`config.mk`:
```
export PLATFORM = sky130hd
export DESIGN_NAME = rgbw_pwm_generator
export DESIGN_NICKNAME = d
export VERILOG_FILES = /design/src/rtl/rgbw_pwm_generator.sv
export SDC_FILE = /design/constraint.sdc
export NUM_CORES = 1
export LEC_CHECK = 0
export CAP_MARGIN = 10
export CORE_UTILIZATION = 36
export DETAILED_ROUTE_END_ITERATION = 7
export GPL_TIMING_DRIVEN = 0
export REMOVE_ABC_BUFFERS = 1
export SYNTH_ARGS = -nofsm -noshare
export SYNTH_HDL_FRONTEND = slang
export SYNTH_SLANG_ARGS = --single-unit
```
`constraint.sdc`:
```
create_clock -name clk -period 2.7 [get_ports clk]
set_input_delay 0.54 -clock clk [delete_from_list [all_inputs] [get_ports clk]]
set_output_delay 0.54 -clock clk [all_outputs]
set_load 0.01 [all_outputs]
```
`src/rtl/rgbw_pwm_generator.sv`:
```
// Four-channel 8-bit PWM with a prescaled tick, per-period shadow duties and optional phase stagger.
// Outputs are registered one clock behind cnt/shadow; there is no backpressure, en=0 idles the block.
module rgbw_pwm_generator #(
   parameter bit STAGGER = 1'b1
) (
   input  logic       clk,
   input  logic       reset,
   input  logic       en,
   input  logic [7:0] prescale,
   input  logic [7:0] red_in,
   input  logic [7:0] green_in,
   input  logic [7:0] blue_in,
   input  logic [7:0] white_in,
   output logic       pwm_r,
   output logic       pwm_g,
   output logic       pwm_b,
   output logic       pwm_w,
   output logic       period_start
);

   localparam logic [7:0] OFF_R = 8'd0;
   localparam logic [7:0] OFF_G = STAGGER ? 8'd64  : 8'd0;
   localparam logic [7:0] OFF_B = STAGGER ? 8'd128 : 8'd0;
   localparam logic [7:0] OFF_W = STAGGER ? 8'd192 : 8'd0;

   typedef enum logic {
      IDLE = 1'b0,
      RUN  = 1'b1
   } state_t;

   state_t     state;
   state_t     state_nxt;

   logic [7:0] pre_cnt;
   logic [7:0] cnt;
   logic [7:0] sh_r;
   logic [7:0] sh_g;
   logic [7:0] sh_b;
   logic [7:0] sh_w;

   logic       tick;
   logic       load;
   logic [7:0] pre_nxt;
   logic [7:0] cnt_nxt;
   logic [3:0] pwm_nxt;
   logic       ps_nxt;

   // Duty 0 and 255 are forced so that full-off and full-on hold across the wrap.
   function automatic logic duty_bit(input logic [7:0] c, input logic [7:0] off,
                                     input logic [7:0] duty);
      logic [7:0] phase;
      phase = c + off;
      if (duty == 8'hFF) begin
         return 1'b1;
      end
      if (duty == 8'h00) begin
         return 1'b0;
      end
      return (phase < duty);
   endfunction

   always_ff @(posedge clk or posedge reset) begin
      if (reset) begin
         state <= IDLE;
      end else begin
         state <= state_nxt;
      end
   end

   always_comb begin
      state_nxt = state;
      case (state)
         IDLE:    if (en)  state_nxt = RUN;
         RUN:     if (!en) state_nxt = IDLE;
         default: state_nxt = IDLE;
      endcase
   end

   always_comb begin
      tick    = 1'b0;
      load    = 1'b0;
      pre_nxt = 8'd0;
      cnt_nxt = 8'd0;
      pwm_nxt = 4'b0000;
      ps_nxt  = 1'b0;
      case (state)
         IDLE: begin
            if (en) begin
               load   = 1'b1;
               ps_nxt = 1'b1;
            end
         end
         RUN: begin
            // >= rather than == so a prescale drop below pre_cnt ticks at once.
            tick = (pre_cnt >= prescale);
            load = tick && (cnt == 8'hFF);
            if (en) begin
               pre_nxt = tick ? 8'd0 : pre_cnt + 8'd1;
               cnt_nxt = tick ? cnt + 8'd1 : cnt;
               pwm_nxt = {duty_bit(cnt, OFF_R, sh_r), duty_bit(cnt, OFF_G, sh_g),
                          duty_bit(cnt, OFF_B, sh_b), duty_bit(cnt, OFF_W, sh_w)};
               ps_nxt  = load;
            end
         end
         default: ;
      endcase
   end

   always_ff @(posedge clk or posedge reset) begin
      if (reset) begin
         pre_cnt      <= 8'd0;
         cnt          <= 8'd0;
         sh_r         <= 8'd0;
         sh_g         <= 8'd0;
         sh_b         <= 8'd0;
         sh_w         <= 8'd0;
         pwm_r        <= 1'b0;
         pwm_g        <= 1'b0;
         pwm_b        <= 1'b0;
         pwm_w        <= 1'b0;
         period_start <= 1'b0;
      end else begin
         pre_cnt <= pre_nxt;
         cnt     <= cnt_nxt;
         if (load) begin
            sh_r <= red_in;
            sh_g <= green_in;
            sh_b <= blue_in;
            sh_w <= white_in;
         end
         {pwm_r, pwm_g, pwm_b, pwm_w} <= pwm_nxt;
         period_start                 <= ps_nxt;
      end
   end

endmodule

```
==> qor.txt, run 1 <==
Clock H-tree levels: 2
largest family of logic cells by synthesized area: adder cells
outcome: completed
GRT Overall Usage: 14.8%
Clock Tree Root: clkbuf_8
number of global-route vias before repair: 2530
final setup fails: 0
Final Hold Viols: 0
slack of the critical path: 0.183 ns
TritonCTS Sinks: 54
Synth Warn #: 0
fin area: 4020 sq um
Top-Level Pins: 48
final wirelength: 6.55 mm
die width: 97.2 microns
DRC: 0
Synth cell types: 41
Slew Viols, Final: 0
CP Buf/Inv Count: 3
Pre-Repair DR Iteration Count: 4
area grow syn2layout: 23.3%
Post-Syn Area per Cell: 10.7 sq um
worst-skew pair later-pin latency: 0.30 ns
mapped cell area: 3260 sq um
Post-Synth Adder-Cell Area: 15.0%
R2R setup slack: 0.34 ns
maxcap violations: 0
critical path capture point: sh_g[3]$_DFFE_PP0P_
Post-Place Cell Area: 3840 sq um
Crit path depth: 9
Post-CTS Hold Fix Bufs: 0
Syn Inst Count: 304
Worst EP arrival: 2.71 ns
row count: 34
Worst path top cell family by delay: buffers and inverters
first-pass GRT wire length: 11.5 mm
worst-case clock buffer depth: 2
wire per inst: 14.0 microns
Tcrit/Tclk final: 93.2%
initial antenna violation count: 0
Pleak: 0.00197 uW
HP Class: reg -> reg
Critical Path Source: prescale[0]
Pwr Total: 1780 uW
gr ovfl total: 0
initial DRC count: 60
total CTS buffers: 5
Compound-Gate Fraction of Synth Area: 11.1%
Antenna Nets Post-Route: 0
R2R depth: 9
Critical Setup Path Class: in -> reg
maximum VDD drop: 213 uV
worst rel slew slack: 53.3%
worst reg2reg endpoint: sh_g[3]$_DFFE_PP0P_
Max Freq: 397 MHz
worst-path cell chain: clkdlybuf4s50_1, ha_1, nand2b_4, a2111oi_4, o31ai_4, buf_12, a21oi_4, buf_4, mux2_2
Initial Util: 37.2%
critical path endpoint category: flop
Layout Utilization: 45.9%
hold_sp: sh_b[3]$_DFFE_PP0P_
DP Wirelength: 4.65 mm
PortBufs: 47
layout cells sized above 1: 13.0%
slowest CP cell: clkdlybuf4s50_1
mux cell area share after synthesis: 11.7%
vias per cell: 5.05
WP data required: 2.89 ns
Worst Setup Start Kind: input port
CTS tree: done
RSZ-0062 raised after global routing: false
Post-Route Setup TNS: 0 ns
pin count of the biggest net entering global routing: 35
Core ar.: 8760 sq um
actual slew at the worst max-slew pin: 0.696 ns
Post-Synth Simple-Gate Area: 12.6%
slowest stage delay, CP: 0.40 ns
DP Worst Slack: -0.799 ns
sequential area share after synthesis: 41.4%
die area: 9450 sq um
Fin Clk Skew: 0.00821 ns
vias post-DR: 2367
gpl congestion: 0.762
Max FO, Critical Path: 12
FF-to-FF Start: pre_cnt[0]$_DFF_PP0_
Nets: 442
Final min period: 2.52 ns
CTS clock-pin slew for the worst setup and hold paths: 0.10 ns
Yosys reg bits: 54
area share of xor/xnor cells in the synthesized design: 1.88%
PD cells: 442 nW/um^2
ant diodes: 0
chip height: 97.2 microns
-- registers in the layout (all words and copies together), names as in the netlist --
register and count:
cnt 8, pre_cnt 8, sh_b 8, sh_g 8, sh_r 8, sh_w 8, period_start 1, pwm_b 1
pwm_g 1, pwm_r 1, pwm_w 1, state 1
-- how the worst min path moves through the flow --
stage / cells after the start / slack (ns) / to
after CTS: 1 / 0.53 / pre_cnt[0]$_DFF_PP0_
after detailed placement: 1 / 0.52 / sh_b[3]$_DFFE_PP0P_
after global routing: 1 / 0.57 / sh_g[2]$_DFFE_PP0P_
final: 1 / 0.54 / sh_b[3]$_DFFE_PP0P_
after global placement: 1 / 0.50 / sh_b[3]$_DFFE_PP0P_
after floorplan: 1 / 0.46 / pre_cnt[0]$_DFF_PP0_
-- cell type report --
| cell class | count | area [sq um] |
|---|---|---|
| Timing Repair Buffer | 55 | 568 |
| Tap cell | 108 | 135 |
| Clock buffer | 7 | 86.3 |
| Sequential cell | 54 | 1350 |
| Multi-Input combinational cell | 202 | 1720 |
| Inverter | 42 | 158 |
| Fill cell | 852 | 4740 |
| Clock inverter | 1 | 5.00 |
-- metrics by stage --
stage          hold slack [ns]  cells
2_1_floorplan            0.465    297
4_1_cts                  0.533    467
6_report                 0.536    469
5_1_grt                  0.571    469
3_3_place_gp             0.501    452
3_5_place_dp             0.517    453
-- layer usage --
metal | vias to the layer above | wire length [microns] | GRT usage, %
li1 | 1195 | - | -
met1 | 1128 | 3120 | 18.6
met2 | 39 | 3160 | 26.2
met3 | 5 | 203 | 2.09
met4 | 0 | 62 | 4.48
met5 | - | 0 | 0
-- cell usage in the layout, fill, tap and decap left out, drive strengths merged, types with 2 or more instances in the layout --
master	instances
xor2	4
nand4	12
a21oi	9
a221oi	4
nand2b	6
and3	2
clkdlybuf4s50	47
a31o	2
o21a	2
nor2	19
nand3	6
nor4	8
mux2	32
or4	4
dfrtp	54
o31ai	5
a21o	12
a211oi	5
ha	39
inv	42
nor2b	2
nand2	13
clkbuf	7
mux2i	2
xnor2	3
buf	8
-- cell families (layout without fill, tap and decap cells) --
group	Yosys count	after routing
AO/OA/AOI/OAI	44	45
flip-flops	54	54
multiplexers	34	34
XOR/XNOR	7	7
AND/OR/NAND/NOR	77	77
adder cells (fa/ha/maj)	39	39
buffers and inverters	49	105
-- repair_timing --
item                                    4_1_cts  5_1_grt
pin swaps                                     3        1
buffers inserted                              5        2
gates resized for setup                       1        0
endpoints found under the setup margin       32       33
gates cloned                                  1        0
-- synthesized netlist by cell type (all sizes together) --
cell type	count	area share, %
mux2i	2	0.61
and3	2	0.38
and4	1	0.27
nor3	1	0.15
ha	39	15
nor4	8	1.5
a211oi	5	1.2
nor2	19	2.2
o21a	2	0.46
xnor2	3	0.81
nand2	13	1.5
a2111oi	1	0.84
nand4	12	2.3
a41o	1	0.31
o31ai	5	1.6
a221oi	4	1.1
or2	1	0.19
or4b	1	0.31
buf	4	1.2
a21boi	1	0.23
mux2	32	11
or4	4	0.92
a211o	1	0.27
dfrtp	54	41
a31o	2	0.54
nand2b	6	1.4
a21oi	8	1.6
nand3	6	0.92
nor2b	2	0.38
inv	42	4.8
xor2	4	1.1
and2	1	0.19
clkbuf	3	0.35
a31oi	1	0.19
a21o	12	2.8
o21ai	1	0.15
-- power by group --
part	switching (uW)	internal, uW
Sequential	72.1	886
Clock	261	208
Combinational	149	204
No activity file was read; power rests on OpenSTA's default activity.
==> inputs of run 2 (changes only) <==
--- a/config.mk
+++ b/config.mk
@@ -9,7 +9,6 @@
 export CORE_UTILIZATION = 36
 export DETAILED_ROUTE_END_ITERATION = 7
 export GPL_TIMING_DRIVEN = 0
-export REMOVE_ABC_BUFFERS = 1
 export SYNTH_ARGS = -nofsm -noshare
 export SYNTH_HDL_FRONTEND = slang
 export SYNTH_SLANG_ARGS = --single-unit
==> run 2 against run 1 <==
Compared with the run above:
- fmax decreased by 3.7%
- critical path depth decreased by 1
- final area decreased by 1.0%
- critical path type unchanged
- total power about the same
- clock-buffer cell count decreased by 1
- setup slack got worse by 0.096 ns
- critical endpoint is now sh_r[0]$_DFFE_PP0P_
- combinational power decreased by 2%
- global-route usage increased by 0.12 points
- largest cell class unchanged
==> qor.txt, run 2 (synthesis gave the netlist of run 1 again) <==
outcome: completed
Filler Cell Count: 816
initial DRC count: 87
pin count of the biggest net entering global routing: 36
hold_sp: sh_b[3]$_DFFE_PP0P_
area grow syn2layout: 22.1%
vias per cell: 5.14
first-pass GRT wire length: 11.5 mm
Max FO, Critical Path: 10
Fin Clk Skew: 0.0144 ns
met2 track demand over resource: 27.2%
Most Used Layer, Global Route: met2
Initial Util: 37.2%
Tcrit/Tclk final: 96.8%
row count: 34
chip height: 97.2 microns
die area: 9450 sq um
CTS tree: done
Nets: 441
Clock Tree Root: clkbuf_8
worst-path cell chain: clkdlybuf4s50_1, ha_1, nand2b_4, a2111oi_4, o31ai_4, a21oi_4, buf_6, mux2_2
TritonCTS Sinks: 54
Max Freq: 383 MHz
wire per inst: 14.0 microns
footprint of the multi-input gates: 1700 sq um
Storage cell area: 1350 sq um
met3 usage: 1.87%
Pre-Repair DR Iteration Count: 4
maxcap violations: 0
slowest CP cell: clkdlybuf4s50_1
slowest stage delay, CP: 0.40 ns
PortBufs: 47
commonest non-fill, non-tap cell in the layout: dfrtp_1
critical path endpoint category: flop
Worst Setup Start Kind: input port
RSZ-0062 raised after global routing: false
final setup fails: 0
commonest cells after routing, fill and taps aside: dfrtp_1 (54), clkdlybuf4s50_1 (47), inv_1 (41)
Layout Utilization: 45.5%
Antenna Nets Post-Route: 0
DRC: 0
gr ovfl total: 0
FF-to-FF Start: pre_cnt[0]$_DFF_PP0_
final wirelength: 6.53 mm
Pleak: 0.00195 uW
maximum VDD drop: 220 uV
CTS clock-pin slew for the worst setup and hold paths: 0.10 ns
Final min period: 2.61 ns
WP data required: 2.90 ns
Synthesized Nets: 386
vias post-DR: 2404
total CTS buffers: 5
Final Hold Viols: 0
die width: 97.2 microns
layout cells sized above 1: 12.2%
post-CTS sizing: 0
worst-case clock buffer depth: 2
worst hold slack: 0.529 ns
worst rel slew slack: 64.1%
Setup Fix Bufs, Post-CTS: 0
number of global-route vias before repair: 2537
Critical Setup Path Class: in -> reg
Critical Path Source: prescale[0]
Worst EP arrival: 2.81 ns
Clock H-tree levels: 2
worst-skew pair later-pin latency: 0.31 ns
PD cells: 447 nW/um^2
Top-Level Pins: 48
GRT Overall Usage: 14.9%
HP Class: reg -> reg
gpl congestion: 0.763
ant diodes: 0
DP Wirelength: 4.99 mm
Post-CTS Hold Fix Bufs: 0
Slew Viols, Final: 0
GRT met1 Usage: 18.0%
initial antenna violation count: 0
actual slew at the worst max-slew pin: 0.539 ns
Core ar.: 8760 sq um
==> run 2: cell count changes in the layout (fill, tap and decap cells not counted), sizes merged <==
cell / before / now
a21oi: 9 / 8
clkbuf: 7 / 9
buf: 8 / 5
clkinvlp: 0 / 1
==> run 2: cell type report <==
cell class | instances | area share [%]
buffer | 7 | 1.26
clock buffer | 6 | 2.07
clock inverter | 2 | 0.314
inverter | 42 | 3.96
multi-input combinational | 201 | 42.8
sequential | 54 | 33.9
tap | 108 | 3.39
timing repair buffer | 48 | 12.3
==> run 2: final timing paths <==
check | endpoint | slack [ns] | cells past startpoint
setup / recovery | sh_r[0]$_DFFE_PP0P_ | 0.09 | 8
hold / removal | sh_b[3]$_DFFE_PP0P_ | 0.53 | 1
setup reg to reg | sh_r[0]$_DFFE_PP0P_ | 0.26 | 8
hold reg to reg | sh_b[3]$_DFFE_PP0P_ | 0.53 | 1
max in group asynchronous | sh_r[1]$_DFFE_PP0P_ | 1.61 | 3
min in group asynchronous | sh_g[3]$_DFFE_PP0P_ | 0.55 | 2
==> run 2: stage by stage <==
step                      area, sq um  setup TNS, ns  setup slack [ns]  cells  power [uW]
after floorplan                  3260              0             0.412    304        1180
after global placement           3870         -19.65            -0.245    459        1310
after detailed placement         3890          -7.69            -0.276    460        1330
after CTS                        3980              0            0.0601    468        1820
after global routing             3980              0           0.00660    468        1900
final                            3980              0            0.0868    468        1780
==> run 2: where the power goes <==
part	leakage, uW	switching [uW]	internal, uW
clock network	0.0000472	268	207
logic	0.00123	145	201
registers	0.000675	72.9	886
==> run 2: metal layers <==
metal,up-vias,part of all wire (%)
met5,-,0
met4,0,0.99
met3,6,2.8
met2,45,50
met1,1169,46
li1,1184,-
==> run 2: worst max-delay path, delay by kind of cell <==
family                     cells  cell delay, ns
AOI/OAI and AO/OA              3            0.85
buffers and inverters          2            0.62
adders and majority gates      1            0.30
and+or+nand+nor                1            0.15
muxes                          1            0.34
==> inputs of run 3 (changes only) <==
--- a/config.mk
+++ b/config.mk
@@ -5,10 +5,11 @@
 export SDC_FILE = /design/constraint.sdc
 export NUM_CORES = 1
 export LEC_CHECK = 0
-export CAP_MARGIN = 10
-export CORE_UTILIZATION = 36
+export CORE_UTILIZATION = 55
+export CTS_CLUSTER_SIZE = 16
 export DETAILED_ROUTE_END_ITERATION = 7
 export GPL_TIMING_DRIVEN = 0
+export PLACE_DENSITY = 0.81
 export SYNTH_ARGS = -nofsm -noshare
 export SYNTH_HDL_FRONTEND = slang
 export SYNTH_SLANG_ARGS = --single-unit
==> run 3 against run 2 <==
Compared with the run above:
- critical path type unchanged
- combinational power up 1%
- hold slack worse by 0.021 ns
- sequential power about the same
- highest routed layer unchanged
- critical endpoint is now sh_g[5]$_DFFE_PP0P_
- first-iteration DRC count up 61%
- die area down 34%
- register-to-register slack better by 0.07 ns
- routed wire length down 3.6%
- fmax up 1.9%
==> qor.txt, run 3 (synthesis gave the netlist of run 1 again) <==
critical path endpoint category: flop
GRT Overall Usage: 22.6%
layout cells sized above 1: 12.2%
DP Wirelength: 4.72 mm
worst rel slew slack: 63.2%
Critical Setup Path Class: in -> reg
R2R setup slack: 0.33 ns
vias per cell: 5.64
PD cells: 452 nW/um^2
TritonCTS Sinks: 54
Final Hold Viols: 0
wire per inst: 14.6 microns
post-CTS sizing: 0
Critical Path Source: prescale[0]
chip height: 79.0 microns
HP Class: reg -> reg
pin count of the biggest net entering global routing: 32
worst hold slack: 0.508 ns
gpl congestion: 0.766
Inst Count DP: 424
final setup fails: 0
Post-Route Setup TNS: 0 ns
Synthesized Nets: 386
ant diodes: 0
Pwr Total: 1780 uW
CTS clock-pin slew for the worst setup and hold paths: 0.09 ns
Cell Count, Final, Fillers Out: 432
vias post-DR: 2436
worst-skew pair later-pin latency: 0.31 ns
Post-CTS Hold Fix Bufs: 0
Fin Clk Skew: 0.0112 ns
actual slew at the worst max-slew pin: 0.553 ns
commonest non-fill, non-tap cell in the layout: dfrtp_1
Storage cell area: 1350 sq um
outcome: completed
Clock Tree Root: clkbuf_8
initial DRC count: 140
Max Freq: 390 MHz
final wirelength: 6.30 mm
Worst Setup Start Kind: input port
total CTS buffers: 5
Nets: 441
initial antenna violation count: 0
commonest cells after routing, fill and taps aside: dfrtp_1 (54), clkdlybuf4s50_1 (47), inv_1 (41)
maximum VDD drop: 276 uV
Slew Viols, Final: 0
footprint of the multi-input gates: 1700 sq um
Final min period: 2.56 ns
Antenna Nets Post-Route: 0
FF-to-FF Start: pre_cnt[0]$_DFF_PP0_
DRC: 0
Layout Utilization: 70.2%
Core ar.: 5610 sq um
Setup Fix Bufs, Post-CTS: 0
worst-case clock buffer depth: 2
number of global-route vias before repair: 2417
row count: 27
maxcap violations: 0
Initial Util: 58.2%
Clock H-tree levels: 2
area grow syn2layout: 20.7%
Worst EP arrival: 2.76 ns
Pleak: 0.00195 uW
hold_sp: pre_cnt[0]$_DFF_PP0_
Filler Cell Count: 454
die width: 79.0 microns
Max FO, Critical Path: 10
RSZ-0062 raised after global routing: false
Tcrit/Tclk final: 95.0%
CTS tree: done
PortBufs: 47
Pre-Repair DR Iteration Count: 4
first-pass GRT wire length: 10.9 mm
Top-Level Pins: 48
die area: 6240 sq um
gr ovfl total: 0
WP data required: 2.89 ns
[run 3: cell type report]
class | count | share of cell area (%)
Buffer | 7 | 1.27
Clock buffer | 6 | 2.10
Clock inverter | 2 | 0.318
Inverter | 42 | 4.00
Multi-Input combinational cell | 201 | 43.3
Sequential cell | 54 | 34.3
Tap cell | 72 | 2.29
Timing Repair Buffer | 48 | 12.5
[run 3: per-layer routing]
| metal | vias to the layer above | global-route usage, % | routed length, microns |
|---|---|---|---|
| met5 | - | 0 | 0 |
| met4 | 0 | 10.0 | 153 |
| met3 | 16 | 4.60 | 275 |
| met2 | 74 | 37.9 | 3150 |
| met1 | 1158 | 28.1 | 2710 |
| li1 | 1188 | - | - |
[run 3: report_power, final]
group / total (uW) / internal, uW / switching [uW] / leakage [uW]
sequential: 958 / 886 / 71.8 / 0.000675
combinational: 350 / 201 / 149 / 0.00123
clock: 473 / 207 / 266 / 0.0000472
[run 3: metrics by stage]
stage / instance area, sq um / worst slack, ns
floorplan: 3260 / 0.412
CTS: 3940 / 0.128
detailed placement: 3840 / -0.209
global placement: 3820 / -0.172
global route: 3940 / 0.0657
finish: 3940 / 0.135
[run 3: worst paths after layout]
kind | end | depth (start not counted)
max in group asynchronous | cnt[0]$_DFFE_PP0P_ | 3
worst max-delay path | sh_g[5]$_DFFE_PP0P_ | 8
worst min register to register | pre_cnt[0]$_DFF_PP0_ | 1
min in group asynchronous | pwm_b$_DFF_PP0_ | 2
worst min-delay path | pre_cnt[0]$_DFF_PP0_ | 1
worst max register to register | sh_g[5]$_DFFE_PP0P_ | 8
[run 3: critical path, cell delays in order]
cell and delay [ns]:
clkdlybuf4s50_1 0.40, ha_1 0.28, nand2b_4 0.15, a2111oi_4 0.41
o31ai_4 0.16, a21oi_4 0.27, buf_6 0.21, mux2_2 0.34
